$ cat src/rtl/router_pkg.sv
// Shared router types: flit layout, pipeline bus, output-port FSM states and constants.
package router_pkg;

    localparam int NUM_OF_PORTS    = 5;
    localparam int OUT_BUF_CREDITS = 4;
    localparam int FLIT_DATA_W     = 16;
    localparam int FLIT_DEST_W     = 4;

    typedef enum logic [1:0] {
        HEAD_FLIT = 2'd0,
        BODY_FLIT = 2'd1,
        TAIL_FLIT = 2'd2
    } FLIT_TYPE;

    typedef struct packed {
        FLIT_TYPE               flit_type;
        logic [FLIT_DEST_W-1:0] dest;
    } flit_head_t;

    typedef struct packed {
        flit_head_t             head;
        logic [FLIT_DATA_W-1:0] data;
    } flit_t;

    typedef struct packed {
        flit_t flit;
    } router_pipeline_bus_t;

    typedef enum logic {
        OP_IDLE,
        OP_LOCKED
    } OP_STATE;

endpackage

$ cat src/rtl/output_port_unit_rr_arbiter.sv
// Combinational round-robin arbiter: one-hot grant to the first requester at or after i_ptr,
// wrapping to the lowest index when nothing at or above the pointer is requesting.
module rr_arbiter #(
    parameter  int N  = 5,
    localparam int PW = (N > 1) ? $clog2(N) : 1
) (
    input  logic [N-1:0]  i_req,
    input  logic [PW-1:0] i_ptr,
    output logic [N-1:0]  o_grant
);

    logic [N-1:0] w_hi;
    logic [N-1:0] w_lo;

    // Scanning downward leaves the lowest qualifying index in each candidate.
    always_comb begin
        w_hi = '0;
        w_lo = '0;
        for (int j = N - 1; j >= 0; j--) begin
            if (i_req[j]) begin
                w_lo = N'(1) << j;
                if (PW'(j) >= i_ptr) begin
                    w_hi = N'(1) << j;
                end
            end
        end
    end

    assign o_grant = (w_hi != '0) ? w_hi : w_lo;

endmodule

$ cat src/rtl/output_port_unit.sv
// Router output port: round-robin grant with wormhole lock, credit-gated flit register toward the link.
// OP_IDLE: no owner, arbitrating i_req | OP_LOCKED: owner holds the port until its tail flit is accepted.
module output_port_unit
    import router_pkg::*;
#(
    parameter  int BUF_CREDITS = OUT_BUF_CREDITS,
    localparam int CREDIT_W    = $clog2(BUF_CREDITS + 1)
) (
    input  logic                      clk,
    input  logic                      rst,
    input  logic [NUM_OF_PORTS-1:0]   i_req,
    output logic [NUM_OF_PORTS-1:0]   o_ack,
    input  logic                      i_flit_valid,
    input  router_pipeline_bus_t      i_flit,
    output logic                      o_ready,
    output logic                      o_flit_valid,
    output router_pipeline_bus_t      o_flit,
    input  logic                      i_credit_ret,
    output logic [CREDIT_W-1:0]       o_credits,
    output logic [NUM_OF_PORTS-1:0]   o_owner,
    output logic [1:0]                o_err
);

    localparam int PW = (NUM_OF_PORTS > 1) ? $clog2(NUM_OF_PORTS) : 1;
    localparam logic [CREDIT_W-1:0] CREDITS_MAX = CREDIT_W'(BUF_CREDITS);

    OP_STATE                 r_state;
    logic [NUM_OF_PORTS-1:0] r_owner;
    logic [PW-1:0]           r_rr_ptr;
    logic [CREDIT_W-1:0]     r_credits;
    logic                    r_flit_valid;
    router_pipeline_bus_t    r_flit;
    logic [1:0]              r_err;

    logic [NUM_OF_PORTS-1:0] w_grant;
    logic [NUM_OF_PORTS-1:0] w_ack;
    logic                    w_has_credit;
    logic                    w_accept;
    logic                    w_tail;
    logic [PW-1:0]           w_owner_idx;
    logic [PW-1:0]           w_next_ptr;

    rr_arbiter #(.N(NUM_OF_PORTS)) u_arb (
        .i_req   (i_req),
        .i_ptr   (r_rr_ptr),
        .o_grant (w_grant)
    );

    assign w_has_credit = (r_credits != '0);
    assign w_accept     = i_flit_valid && w_has_credit && (r_state == OP_LOCKED);
    assign w_tail       = (i_flit.flit.head.flit_type == TAIL_FLIT);

    // While locked the switch sees the owner regardless of i_req, so its mux select stays stable.
    assign w_ack = (r_state == OP_LOCKED) ? r_owner :
                   (w_has_credit ? w_grant : '0);

    always_comb begin
        w_owner_idx = '0;
        for (int j = 0; j < NUM_OF_PORTS; j++) begin
            if (r_owner[j]) begin
                w_owner_idx = PW'(j);
            end
        end
    end

    assign w_next_ptr = (w_owner_idx == PW'(NUM_OF_PORTS - 1)) ? '0 : w_owner_idx + PW'(1);

    always_ff @(posedge clk) begin
        if (rst) begin
            r_state      <= OP_IDLE;
            r_owner      <= '0;
            r_rr_ptr     <= '0;
            r_credits    <= CREDITS_MAX;
            r_flit_valid <= 1'b0;
            r_flit       <= '0;
            r_err        <= '0;
        end else begin
            r_flit_valid <= w_accept;
            if (w_accept) begin
                r_flit <= i_flit;
            end

            case (r_state)
                OP_IDLE: begin
                    if (i_flit_valid) begin
                        r_err[0] <= 1'b1;
                    end
                    if (w_ack != '0) begin
                        r_owner <= w_ack;
                        r_state <= OP_LOCKED;
                    end
                end
                OP_LOCKED: begin
                    if (w_accept && w_tail) begin
                        r_state  <= OP_IDLE;
                        r_owner  <= '0;
                        r_rr_ptr <= w_next_ptr;
                    end
                end
                default: r_state <= OP_IDLE;
            endcase

            // A simultaneous accept and return cancel out.
            case ({w_accept, i_credit_ret})
                2'b10: r_credits <= r_credits - CREDIT_W'(1);
                2'b01: begin
                    if (r_credits == CREDITS_MAX) begin
                        r_err[1] <= 1'b1;
                    end else begin
                        r_credits <= r_credits + CREDIT_W'(1);
                    end
                end
                default: ;
            endcase
        end
    end

    assign o_ack        = w_ack;
    assign o_ready      = w_has_credit;
    assign o_flit_valid = r_flit_valid;
    assign o_flit       = r_flit;
    assign o_credits    = r_credits;
    assign o_owner      = r_owner;
    assign o_err        = r_err;

endmodule

$ cat config.mk
export PLATFORM = sky130hd
export DESIGN_NAME = output_port_unit
export DESIGN_NICKNAME = d
export VERILOG_FILES = /design/src/rtl/router_pkg.sv /design/src/rtl/output_port_unit_rr_arbiter.sv /design/src/rtl/output_port_unit.sv
export SDC_FILE = /design/constraint.sdc
export NUM_CORES = 1
export LEC_CHECK = 0
export ABC_AREA = 1
export CORE_ASPECT_RATIO = 1.2
export CORE_MARGIN = 1
export CORE_UTILIZATION = 41
export CTS_CLUSTER_DIAMETER = 100
export DETAILED_ROUTE_END_ITERATION = 12
export PLACE_DENSITY = 0.77
export SETUP_SLACK_MARGIN = 0.02
export SLEW_MARGIN = 15
export SYNTH_ARGS = -nofsm -noshare
export SYNTH_HDL_FRONTEND = slang
export SYNTH_HIERARCHICAL = 1
export SYNTH_SLANG_ARGS = --single-unit
$ cat constraint.sdc
create_clock -name clk -period 4.8 [get_ports clk]
set_clock_uncertainty 0.15 [all_clocks]
set_input_delay 0.72 -clock clk [delete_from_list [all_inputs] [get_ports clk]]
set_output_delay 0.72 -clock clk [all_outputs]
set_load 0.005 [all_outputs]
==> impl_metrics.ini <==
[status]
result_of_the_run = completed

[worst_setup_path]
endpoint_kind = primary output
worstSetupPathType = primary input to primary output
critical_path.max_fanout = 5
critPathRequiredTime_ps = 3930
arrival_ps = 2520
worst-r2r-setup-slack_ps = 2360
timing.critical_path.from_type = primary input

[routing]
via_count = 1678
finalWirelength_mm = 4.02
final_antenna_net_count = 0
first_pass_iters = 4
wire_per_inst_um = 11.3
drcViolationCount = 0
drt_iter0_markers = 66
post_drt_via_cell_ratio = 4.73

[clock_tree]
post_cts_hold_buffer_count = 0
cts.htree.levels = 2
cts_repair_resize_count = 0
clk-insertion-delay-late_ps = 290
cts.root.buffer_cell = clkbuf_8
tritoncts_clock_tree = built
clkSinkCount = 37
number_of_buffers_created_by_cts = 5
number_of_buffers_inserted_to_repair_setup_after_cts = 0
cts_max_path_buffers = 2
clkTransAtPathRegs_ps = 70

[timing]
tns_ps = 0
achievable-frequency_mhz = 295
report.final.hold_viol_count = 0
final.period_utilization_pct = 70.6
period_needed_ps = 3390
rsz0062_at_grt = false
setup-violations-final = 0
tightest_pin_transition_ps = 621
maxSlewViolCount = 0
slew-limit-headroom_pct = 58.6

[min_path]
holdCritPathClass = flip-flop to flip-flop

[placed_design]
routabilityCongestion = 0.893
postPlaceCellArea_mm2 = 0.00239
place.detailed.hpwl_mm = 2.87
portBuffers = 69

[global_route]
grt_max_degree = 27
grt_first_pass_wirelength_mm = 7.02
groute.usage.overall_pct = 21.4
grt_overflow = 0
first_global_vias = 1649
grt_antenna_before_repair = 0

[yosys]
synth-warning-count = 6
dominant_synthesized_flop_cell = dfxtp_1
yosys-top-cells-area = dfxtp_1 (44%), nor2_1 (12%), o21ai_0 (7.5%)
synth_top_cell_by_area = dfxtp_1
mappedNetlistNets = 265
sequential_area_share_after_synthesis_pct = 44.1
synth_cell_types = 28
syn_area_mm2 = 0.00168
syn_avg_cell_area_um2 = 7.21
synth_edf_count = 0
post_synth_inst_count = 233
async_flop_share_pct = 0
postSynthRegisterBits = 37
synth_top_cell_area_share_pct = 44.1

[floorplan]
std_cell_rows = 25
num_io_pins = 70
floorplan.die_area_mm2 = 0.00436
die_extent_in_y_um = 72.1
start_util_pct = 42.6
core-area_mm2 = 0.00394
die_width_um = 60.4

[layout]
area.growth.synth_to_final_pct = 48.4
core_util_final_pct = 63.2
final_non_filler_cell_area_mm2 = 0.00249
drive_above_1_share_pct = 9.63
diodes = 0
fillerInstances = 367
final_net_count = 332

[power]
power_density_mw_per_mm2 = 412
p_leak_uw = 0.00101
vdd_ir_drop_max_mv = 0.263

[flow_run]
timing.max_cap.violations = 0
-- where the power goes --
group	internal [µW]	leakage [µW]	total, µW	switching (µW)
logic	196	0.000649	371	175
clock network	130	0.0000542	241	111
registers	365	0.000303	415	49.3
-- registers in the layout (all words and copies together) (netlist names) --
register / flops
o_flit: 22
o_owner: 5
o_credits: 3
r_rr_ptr: 3
o_err: 2
o_flit_valid: 1
r_state: 1
-- cell type report --
cell class / instances / area, µm² / share of cell area (%)
Clock buffer: 7 / 96.3 / 3.87
Clock inverter: 1 / 5.00 / 0.201
Tap cell: 54 / 67.6 / 2.71
Inverter: 23 / 86.3 / 3.46
Timing Repair Buffer: 69 / 691 / 27.7
Sequential cell: 37 / 741 / 29.7
Multi-Input combinational cell: 164 / 806 / 32.3
-- synthesized netlist by cell type, types with 2 or more instances --
master,count
nor2_2,4
inv_1,20
clkbuf_1,6
nand3_2,2
inv_2,3
o21ai_0,25
a21oi_1,15
dfxtp_1,37
nand3b_1,2
o21ai_2,3
nand3_1,14
nand2_2,4
nor2_1,52
nand2_1,30
nor3_1,3
-- kinds of logic after synthesis --
family | synth area share, %
AND/OR/NAND/NOR | 32.1
buffers and inverters | 7.90
flip-flops | 44.1
AO/OA/AOI/OAI | 14.7
adder cells (fa/ha/maj) | 1.19
-- stage by stage --
| step | power, µW | setup WS [ps] | std cells | hold WS (ps) |
|---|---|---|---|---|
| CTS | 1040 | 1400 | 355 | 315 |
| floorplan | 606 | 2510 | 233 | 297 |
| finish | 1030 | 1410 | 355 | 309 |
| global placement | 788 | 1440 | 347 | 291 |
| detailed placement | 793 | 1410 | 347 | 302 |
| global route | 1100 | 1190 | 355 | 337 |
-- worst max-delay path, stage by stage --
cell and delay [ps]:
clkdlybuf4s50_1 480, inv_2 80, nor2_2 40, nand2_2 80
nand2_2 80, nor2_4 120, nand3_1 80, nand2_1 60
inv_1 30, nor2_1 70, nand2_1 70, nand2_1 90
clkdlybuf4s50_1 500
-- worst paths after layout --
| path | from | end | cells past startpoint |
|---|---|---|---|
| worst max register to register | o_credits[0] | o_credits[2] | 12 |
| worst max-delay path | i_req[0] | o_ack[3] | 13 |
| worst min-delay path | o_err[1] | o_err[1] | 2 |
| worst min register to register | o_err[1] | o_err[1] | 2 |
-- placed cells by master (no fill, tap or decap), types with 2 or more instances in the layout --
| cell | instances |
|---|---|
| nand3b_1 | 2 |
| nor3_1 | 3 |
| nand3_2 | 2 |
| nor2_1 | 52 |
| inv_2 | 3 |
| dfxtp_1 | 37 |
| inv_1 | 20 |
| nand2_1 | 30 |
| o21ai_2 | 3 |
| a21oi_1 | 15 |
| o21ai_0 | 25 |
| clkbuf_8 | 7 |
| nor2_2 | 4 |
| clkdlybuf4s50_1 | 69 |
| nand3_1 | 14 |
| nand2_2 | 4 |
-- layer usage --
layer | routed length (µm) | track usage [%] | up-vias
met5 | 0 | 0 | -
met4 | 70 | 8.84 | 0
met3 | 479 | 11.8 | 8
met2 | 1730 | 33.8 | 66
met1 | 1730 | 23.4 | 726
li1 | - | - | 878
No activity file was read; power rests on OpenSTA's default activity.
